File: config.mk
export PLATFORM = sky130hd
export DESIGN_NAME = fetch_unit
export DESIGN_NICKNAME = d
export VERILOG_FILES = /design/src/rtl/fetch_unit_pkg.sv /design/src/rtl/fetch_unit_fifo.sv /design/src/rtl/fetch_unit.sv
export SDC_FILE = /design/constraint.sdc
export NUM_CORES = 1
export LEC_CHECK = 0
export ABC_AREA = 1
export CAP_MARGIN = 0
export CORE_MARGIN = 2
export CORE_UTILIZATION = 35
export CTS_CLUSTER_SIZE = 12
export DETAILED_ROUTE_END_ITERATION = 10
export PLACE_DENSITY = 0.61
export SYNTH_ARGS = -nofsm -noshare
export SYNTH_HDL_FRONTEND = slang
export SYNTH_SLANG_ARGS = --single-unit
File: constraint.sdc
create_clock -name clk -period 7.37 [get_ports clk]
set_clock_uncertainty 0.15 [all_clocks]
set_input_delay 1.474 -clock clk [delete_from_list [all_inputs] [get_ports clk]]
set_output_delay 1.474 -clock clk [all_outputs]
set_load 0.1 [all_outputs]
File: src/rtl/fetch_unit_pkg.sv
// Shared definitions for the instruction fetch stage: default widths and
// the request FSM state encoding.
package fetch_unit_pkg;

    localparam int WORD_W     = 16;
    localparam int FIFO_DEPTH = 4;

    // IDLE: no request outstanding. REQ: request to mem held until acked.
    // DISCARD: request whose data became stale after a redirect; it is
    // still held until acked, because requests are never retracted.
    typedef enum logic [1:0] {
        ST_IDLE    = 2'd0,
        ST_REQ     = 2'd1,
        ST_DISCARD = 2'd2
    } fetch_state_t;

endpackage

File: src/rtl/fetch_unit_fifo.sv
// fetch_fifo: synchronous FIFO holding {instr, imm, pc} entries for decode.
// Flush empties it in one cycle; a pop while empty is ignored. The caller
// guarantees that push never happens while full.
module fetch_fifo #(
    parameter  int WIDTH = 48,
    parameter  int DEPTH = 4,
    localparam int CW    = $clog2(DEPTH + 1),
    localparam int PW    = $clog2(DEPTH)
) (
    input  logic             clk,
    input  logic             rst,
    input  logic             flush,
    input  logic             push,
    input  logic             pop,
    input  logic [WIDTH-1:0] wdata,
    output logic [WIDTH-1:0] rdata,
    output logic [CW-1:0]    count
);

    logic [WIDTH-1:0] r_mem [DEPTH];
    logic [PW-1:0]    r_wr_ptr;
    logic [PW-1:0]    r_rd_ptr;
    logic [CW-1:0]    r_count;
    logic             w_pop;

    assign w_pop = pop && (r_count != '0);
    assign rdata = r_mem[r_rd_ptr];
    assign count = r_count;

    // Storage: cleared on reset so the head reads as zero out of reset.
    always_ff @(posedge clk or posedge rst) begin
        if (rst) begin
            for (int i = 0; i < DEPTH; i++) begin
                r_mem[i] <= '0;
            end
        end else if (push) begin
            r_mem[r_wr_ptr] <= wdata;
        end
    end

    // Pointers and occupancy; flush has priority over push/pop.
    always_ff @(posedge clk or posedge rst) begin
        if (rst) begin
            r_wr_ptr <= '0;
            r_rd_ptr <= '0;
            r_count  <= '0;
        end else if (flush) begin
            r_wr_ptr <= '0;
            r_rd_ptr <= '0;
            r_count  <= '0;
        end else begin
            if (push) begin
                r_wr_ptr <= r_wr_ptr + PW'(1);
            end
            if (w_pop) begin
                r_rd_ptr <= r_rd_ptr + PW'(1);
            end
            if (push && !w_pop) begin
                r_count <= r_count + CW'(1);
            end else if (!push && w_pop) begin
                r_count <= r_count - CW'(1);
            end
        end
    end

endmodule

File: src/rtl/fetch_unit.sv
// fetch_unit: owns the fetch PC, issues one-word fetches to memory and
// queues returned {instr, imm, pc} for decode. Redirects flush the queue
// and retarget the PC; a request already on the bus is drained and dropped.
// Optional feature macro FETCH_BYPASS_EN: when the queue is empty and decode
// is ready, an acked fetch is presented to decode in the same cycle.
//
// Handshakes: a memory transfer happens at a posedge where mem_req and
// mem_ack are both high; mem_req/mem_addr stay stable until then. A decode
// transfer happens at a posedge where out_valid and out_ready are both high.
module fetch_unit
    import fetch_unit_pkg::*;
#(
    parameter  int              WORD     = WORD_W,
    parameter  int              DEPTH    = FIFO_DEPTH,
    parameter  logic [WORD-1:0] RESET_PC = '0,
    localparam int              CW       = $clog2(DEPTH + 1)
) (
    input  logic            clk,
    input  logic            rst,
    output logic            mem_req,
    output logic [WORD-1:0] mem_addr,
    input  logic            mem_ack,
    input  logic [WORD-1:0] mem_instr,
    input  logic [WORD-1:0] mem_imm,
    output logic            out_valid,
    input  logic            out_ready,
    output logic [WORD-1:0] out_instr,
    output logic [WORD-1:0] out_imm,
    output logic [WORD-1:0] out_pc,
    input  logic            redir_jump,
    input  logic            redir_rjump,
    input  logic [WORD-1:0] redir_loc,
    input  logic [WORD-1:0] redir_inc,
    input  logic [WORD-1:0] redir_pc,
    output logic [CW-1:0]   count,
    output logic [1:0]      dbg_state
);

    localparam logic [CW-1:0] DEPTH_C = CW'(DEPTH);

    fetch_state_t      r_state;
    fetch_state_t      w_state_nxt;
    logic [WORD-1:0]   r_fetch_pc;
    logic [WORD-1:0]   w_fetch_pc_nxt;
    logic [WORD-1:0]   r_mem_addr;
    logic [WORD-1:0]   w_mem_addr_nxt;
    logic              w_redir;
    logic [WORD-1:0]   w_target;
    logic              w_fifo_empty;
    logic              w_pop;
    logic              w_push;
    logic              w_bypass;
    logic              w_stay_req;
    logic [CW-1:0]     w_count;
    logic [3*WORD-1:0] w_fifo_rdata;

    assign w_redir      = redir_jump | redir_rjump;
    // Word index/offset to byte address; jump wins when both pulse.
    assign w_target     = redir_jump ? (redir_loc << 1) : (redir_pc + (redir_inc << 1));
    assign w_fifo_empty = (w_count == '0);
    assign w_pop        = out_ready & ~w_fifo_empty;

`ifdef FETCH_BYPASS_EN
    assign w_bypass = (r_state == ST_REQ) & mem_ack & ~w_redir & w_fifo_empty & out_ready;
`else
    assign w_bypass = 1'b0;
`endif

    // Acked data is dropped on a redirect, and not queued when bypassed.
    assign w_push = (r_state == ST_REQ) & mem_ack & ~w_redir & ~w_bypass;
    // Keep requesting only if a slot is still free after this cycle's transfer.
    assign w_stay_req = w_bypass | w_pop | (w_count < (DEPTH_C - CW'(1)));

    // Request FSM state, fetch PC and bus address registers.
    always_ff @(posedge clk or posedge rst) begin
        if (rst) begin
            r_state    <= ST_IDLE;
            r_fetch_pc <= RESET_PC;
            r_mem_addr <= RESET_PC;
        end else begin
            r_state    <= w_state_nxt;
            r_fetch_pc <= w_fetch_pc_nxt;
            r_mem_addr <= w_mem_addr_nxt;
        end
    end

    // Next-state logic; in REQ the fetch PC equals the address on the bus.
    always_comb begin
        w_state_nxt    = r_state;
        w_fetch_pc_nxt = r_fetch_pc;
        w_mem_addr_nxt = r_mem_addr;
        case (r_state)
            ST_IDLE: begin
                // No push can be pending here, so occupancy alone gives room.
                if (w_redir) begin
                    w_fetch_pc_nxt = w_target;
                end else if (w_count < DEPTH_C) begin
                    w_state_nxt    = ST_REQ;
                    w_mem_addr_nxt = r_fetch_pc;
                end
            end
            ST_REQ: begin
                if (w_redir) begin
                    w_fetch_pc_nxt = w_target;
                    w_state_nxt    = mem_ack ? ST_IDLE : ST_DISCARD;
                end else if (mem_ack) begin
                    w_fetch_pc_nxt = r_fetch_pc + WORD'(2);
                    if (w_stay_req) begin
                        w_mem_addr_nxt = r_fetch_pc + WORD'(2);
                    end else begin
                        w_state_nxt = ST_IDLE;
                    end
                end
            end
            ST_DISCARD: begin
                if (w_redir) begin
                    w_fetch_pc_nxt = w_target;
                end
                if (mem_ack) begin
                    w_state_nxt = ST_IDLE;
                end
            end
            default: begin
                w_state_nxt = ST_IDLE;
            end
        endcase
    end

    fetch_fifo #(
        .WIDTH (3 * WORD),
        .DEPTH (DEPTH)
    ) u_fifo (
        .clk   (clk),
        .rst   (rst),
        .flush (w_redir),
        .push  (w_push),
        .pop   (w_pop),
        .wdata ({mem_instr, mem_imm, r_mem_addr}),
        .rdata (w_fifo_rdata),
        .count (w_count)
    );

    // Decode-facing head: queue head, or the live ack when bypassing.
    always_comb begin
        out_valid                     = ~w_fifo_empty;
        {out_instr, out_imm, out_pc}  = w_fifo_rdata;
        if (w_bypass) begin
            out_valid = 1'b1;
            out_instr = mem_instr;
            out_imm   = mem_imm;
            out_pc    = r_mem_addr;
        end
    end

    assign mem_req   = (r_state != ST_IDLE);
    assign mem_addr  = r_mem_addr;
    assign count     = w_count;
    assign dbg_state = r_state;

endmodule

# After elaboration in Yosys (flattened, before gate mapping)

Cells that the tools add are included.

Word-level logic and storage cells: 92
Bits in registers: 233
Bits of input ports: 86

Bitwise gates (word level): 9
Reduce and logical (&&, ||, !) cells: 19
Multiplexer cells: 32
Add/sub/neg operators: 6
Eq/ne operators: 11
Magnitude comparators: 5

Operators with widths:

| kind                                                     | number |
|---|---|
| bitwise mux 192 bit                                      | 1 |
| two-way mux 16 bit                                       | 9 |
| two-way mux 48 bit                                       | 3 |
| binary-select mux 48 bit (select 2 bit)                  | 1 |
| demux 48 bit (select 2 bit)                              | 1 |
| one-hot mux 16 bit (2 select lines)                      | 2 |
| two-way mux 2 bit                                        | 11 |
| adder 16 bit                                             | 1 |
| adder 16 x 2 -> 16 bit, second input constant            | 1 |
| inequality test 2 bit, second input constant             | 6 |
| nonzero test 2 bit                                       | 5 |
| two-way mux 3 bit                                        | 3 |
| greater-or-equal comparator 3 bit, second input constant | 2 |
| inequality test 3 bit, second input constant             | 2 |
| NOT 2 -> 3 bit                                           | 2 |
| one-hot mux 2 bit (3 select lines)                       | 1 |
| AND reduction 6 bit                                      | 1 |
| nonzero test 3 bit                                       | 2 |
| AND reduction 5 bit                                      | 1 |
| adder 2 x 1 -> 2 bit, second input constant              | 2 |
| logical AND 1 bit                                        | 4 |
| adder 3 x 1 -> 3 bit, second input constant              | 1 |
| AND 1 bit                                                | 3 |
| logical NOT 3 bit                                        | 1 |
| 13 further kinds                                         | 16 |

# Longest topological paths before layout

Word-level depth: 8
Gate-level depth with buffers: 13

# Cells and area by module

A second synthesis with hierarchy kept.

Cells, all modules: 1481
Area, all modules: 11821.3 µm²

Modules (own cells, without submodules):

| module     | cells an instance | area each (µm²) | instances |
|---|---|---|---|
| fetch_fifo | 993               | 8715.9          | 1 |
| fetch_unit | 488               | 3105.5          | 1 |

# Worst setup path after synthesis

No wires, ideal clock.

Kind: register -> output
Start: register u_fifo.r_rd_ptr[0]
End: output out_imm[0]
Setup slack: 3135 ps
Required time: 5746 ps
Arrival time: 2611 ps
Buffers on the path: 3
Cell stages (with the launch flop): 6
Cells stage by stage: dfrtp_1 clkbuf_1 clkbuf_1 clkbuf_1 nor2_1 o22ai_1

Cells in the longest elaborated chain, start to end: 4

Ends and longest elaborated chain:

| item                                                  | line                  | source |
|---|---|---|
| start, declared                                       | fetch_unit_fifo.sv:22 | `logic [PW-1:0] r_rd_ptr;` |
| start signal, assigned                                | fetch_unit_fifo.sv:56 | `r_rd_ptr <= r_rd_ptr + PW'(1);` |
| NOT 2 -> 3 bit (not written as such)                  | fetch_unit_fifo.sv:27 | `assign rdata = r_mem[r_rd_ptr];` |
| binary-select mux 48 bit (select 2 bit)               | fetch_unit_fifo.sv:27 |  |
| two-way mux 48 bit (not written as such) (2 in a row) | fetch_unit_fifo.sv:27 |  |
| end, declared                                         | fetch_unit.sv:28      | `output logic [WORD-1:0] out_imm,` |

Every way passes these cells. The select of a mux whose other input is x is not followed.

# Worst setup path in the final report

Start: register u_fifo.r_rd_ptr[0]
End: output out_imm[11]

The elaborated chain is that of the path after synthesis.

==> results.md <==
* Status: complete, no violations
* Final min period at ~5.3 ns
* Ratio of cells with drive above 1 in the final layout at 4.06%
* Worst R2R End: u_fifo.r_mem[191]$_DFFE_PP0P_
* Final ANT Viol Nets at 0
* Die Height at roughly 190 µm
* Die ar. at around 34000 µm²
* Sequential fraction of the synthesis area at 50.6%
* PostCTS Resize Cnt at 0
* Global-route wire length before repair at 48.1 mm
* Total grt overflow at 0
* Primary FF master, synth: dfrtp_1
* # nets final at about 1700
* Cell family with most CP delay: buffers and inverters
* Final Worst Setup Slack at slightly above 2 ns
* Ys async rst share at 100%
* Post-Synthesis Net Count at 1562
* Yosys warning total at 0
* Critical Path Source Type: register
* Setup TNS at 0 ns
* Initial Util at a little over a third
* FF-to-FF path depth at 5
* CTS clk-pin slew, worst paths at 0.06 ns
* DRC Markers at 0
* Hold_ws at 0.330 ns
* Critical-path cell list: inv_2, buf_4, o21ai_0, o22ai_1, clkdlybuf4s50_1
* Synth unique cells at 32
* Synth Cell Area at 11500 µm²
* CTS tree: yes
* Core area at approximately 32000 µm²
* Syn avg cell area at roughly 7.9 µm²
* EDFF count, synth at 0
* Max_cap viols at 0
* H-tree depth at 1
* Ant diodes at 0
* Antenna violations before repair at 0
* Final Hold Fails at 0
* CP Class: register to output port
* Final Cell Area at 14300 µm²
* Reg-to-Reg Start: dbg_state[1]$_DFFE_PP0P_
* CP Depth at 5
* Die Wd at approximately 190 µm
* Pre-CTS setup slack at about 2.5 ns
* Final wirelength at just under 30 mm
* Clock Latency Late Sink at between 0.5 and 0.6 ns
* Pwr dens at between 300 and 400 nW/µm²
* # rows at between 60 and 70
* CP arrival at ~3.7 ns
* CTS buffer count at 26
* Via density at a little under 5
* Worst Path Max Fanout at 53
* Vias in the first global route at 9461
* Crit end category: output port
* Gate Count Post-Synth at 1454
* Clock sink total at approximately 230
* Top cells by area, synth: dfrtp_1 51%, nand2_1 11%, o21ai_1 7.2%
* Area Growth Syn to Fin at 23.9%
* CP peak stage delay at roughly 1.2 ns
* CP Capture Point: out_imm[11]
* Routed via count at 9998
* First DRT Iteration DRCs at 622
* Clock Root Buffer: clkbuf_16
* Rel. slew slack at about a quarter
* Top-count cell post-synth: nand2_1
* IO Port Bufs at roughly 150
* # setup viols final at 0
* #FFs+latches synth at between 200 and 250
* CP max stage cell: clkdlybuf4s50_1
* Min-Delay Path Class: register to register
* RD Place Congestion at 0.847
* CP Launch Point: u_fifo.r_rd_ptr[0]$_DFFE_PP0P_
* Hold_buf cts at 0
* Detail-routed net length per standard cell at roughly 15 µm
* Total Routing Usage GR at 17.3%
* Fmax at ~190 MHz
* CP Buf/Inv Count at 3
* Design Power at approximately 5000 µW
* Worst EP required at ~5.8 ns
* FF-to-FF setup slack at approximately 4.7 ns
* Tcrit/Tclk final at between 70% and 80%
* I/O pins at roughly 160
* Top cell type by total area after synthesis: dfrtp_1
* Post-CTS setup buffer count at 0
* HPWL Detailed at ~18 mm
* Placed inst area at 13300 µm²
* P_leak at 0.00674 µW
* Max VDD drop at 195 µV
* Post-synth top cells: 348 x nand2_1, 233 x dfrtp_1, 166 x o21ai_1, 160 x o21ai_0, 131 x inv_1
* Final slew viol count at 0
* RSZ-0062 raised after global routing: false
* Largest net degree at the start of global routing at approximately 130
* Yosys top cell area share at between 50% and 60%
* Worst-Margin Slew at 1.12 ns
* Drt pass-1 iters at 5
* Maximum root-to-sink buffer count at 3
[routing by layer]
| layer | track usage (%) | share of wire, % | routed length [µm] |
|---|---|---|---|
| met5 | 0 | 0 | 0 |
| met4 | 5.08 | 2.3 | 669 |
| met3 | 3.60 | 6.2 | 1850 |
| met2 | 28.7 | 45 | 13400 |
| met1 | 22.8 | 46 | 13700 |
[worst register-to-register path: stages (launching register included)]
cell and delay (ns):
dfrtp_1 0.46, nor2_4 0.55, nand2_4 0.14, nor2_8 0.22
nand2_4 0.60, o21ai_0 0.46
[placed cells by master (no fill, tap or decap), types with 2 or more instances in the layout]
cell type	synthesis	layout
xor2_1	4	4
nand2_4	1	5
buf_4	2	5
clkdlybuf4s50_1	0	154
clkbuf_16	0	27
nor2_1	115	115
clkbuf_1	56	7
o211ai_1	14	14
a21oi_1	27	27
o21ai_1	166	166
xnor2_1	4	4
inv_1	131	130
clkbuf_8	0	7
clkinv_2	0	2
ha_1	20	20
nand2_1	348	348
inv_2	3	4
bufinv_16	0	4
nand3b_1	4	4
o22ai_1	53	53
nand4_1	9	9
nor2_4	2	2
o21ai_0	160	160
nor3_1	7	7
dfrtp_1	233	232
fa_1	2	2
nand3_1	55	55
[cell type report]
class                   count  area (µm²)
clock inverters             6         130
clock buffers              41         798
fillers                  3307       18200
repair buffers            160        1600
multi-input cells        1002        4840
flip-flops and latches    233        5830
inverters                 136         514
well taps                 442         553
[power by group]
part / switching [µW] / total, µW / internal [µW]
logic: 1600 / 2070 / 475
registers: 107 / 1560 / 1460
clock network: 507 / 1380 / 878
[worst min-delay path by stage]
stage                                   from                             to  slack, ns  cells past startpoint
6_report        u_fifo.r_mem[94]$_DFFE_PP0P_   u_fifo.r_mem[94]$_DFFE_PP0P_       0.33                      2
3_3_place_gp    u_fifo.r_mem[97]$_DFFE_PP0P_   u_fifo.r_mem[97]$_DFFE_PP0P_       0.31                      2
5_1_grt        u_fifo.r_mem[161]$_DFFE_PP0P_  u_fifo.r_mem[161]$_DFFE_PP0P_       0.35                      2
2_1_floorplan   u_fifo.r_mem[87]$_DFFE_PP0P_   u_fifo.r_mem[87]$_DFFE_PP0P_       0.30                      2
4_1_cts         u_fifo.r_mem[88]$_DFFE_PP0P_   u_fifo.r_mem[88]$_DFFE_PP0P_       0.33                      2
3_5_place_dp    u_fifo.r_mem[88]$_DFFE_PP0P_   u_fifo.r_mem[88]$_DFFE_PP0P_       0.32                      2
[metrics by stage]
stage / util (%) / instances
6_report: 44.0 / 2020
2_1_floorplan: - / 1454
3_3_place_gp: 41.1 / 1973
5_1_grt: 44.0 / 2020
3_5_place_dp: 41.1 / 1973
4_1_cts: 44.0 / 2020
[sequential cells by signal, summed over array words and instances (netlist names)]
name	count
r_fetch_pc	16
u_fifo.count	3
u_fifo.r_mem	192
u_fifo.r_wr_ptr	2
mem_addr	16
dbg_state	2
u_fifo.r_rd_ptr	2
[cells by family after synthesis]
logic type | count (synthesis) | synth area share [%]
and+or+nand+nor | 550 | 19.5
AOI/OAI and AO/OA | 422 | 19.3
DFF | 233 | 50.6
buffers and inverters | 219 | 7.48
adders and majority gates | 22 | 2.52
xor gates and xnor gates | 8 | 0.609
(Power assumes the default switching activity.)
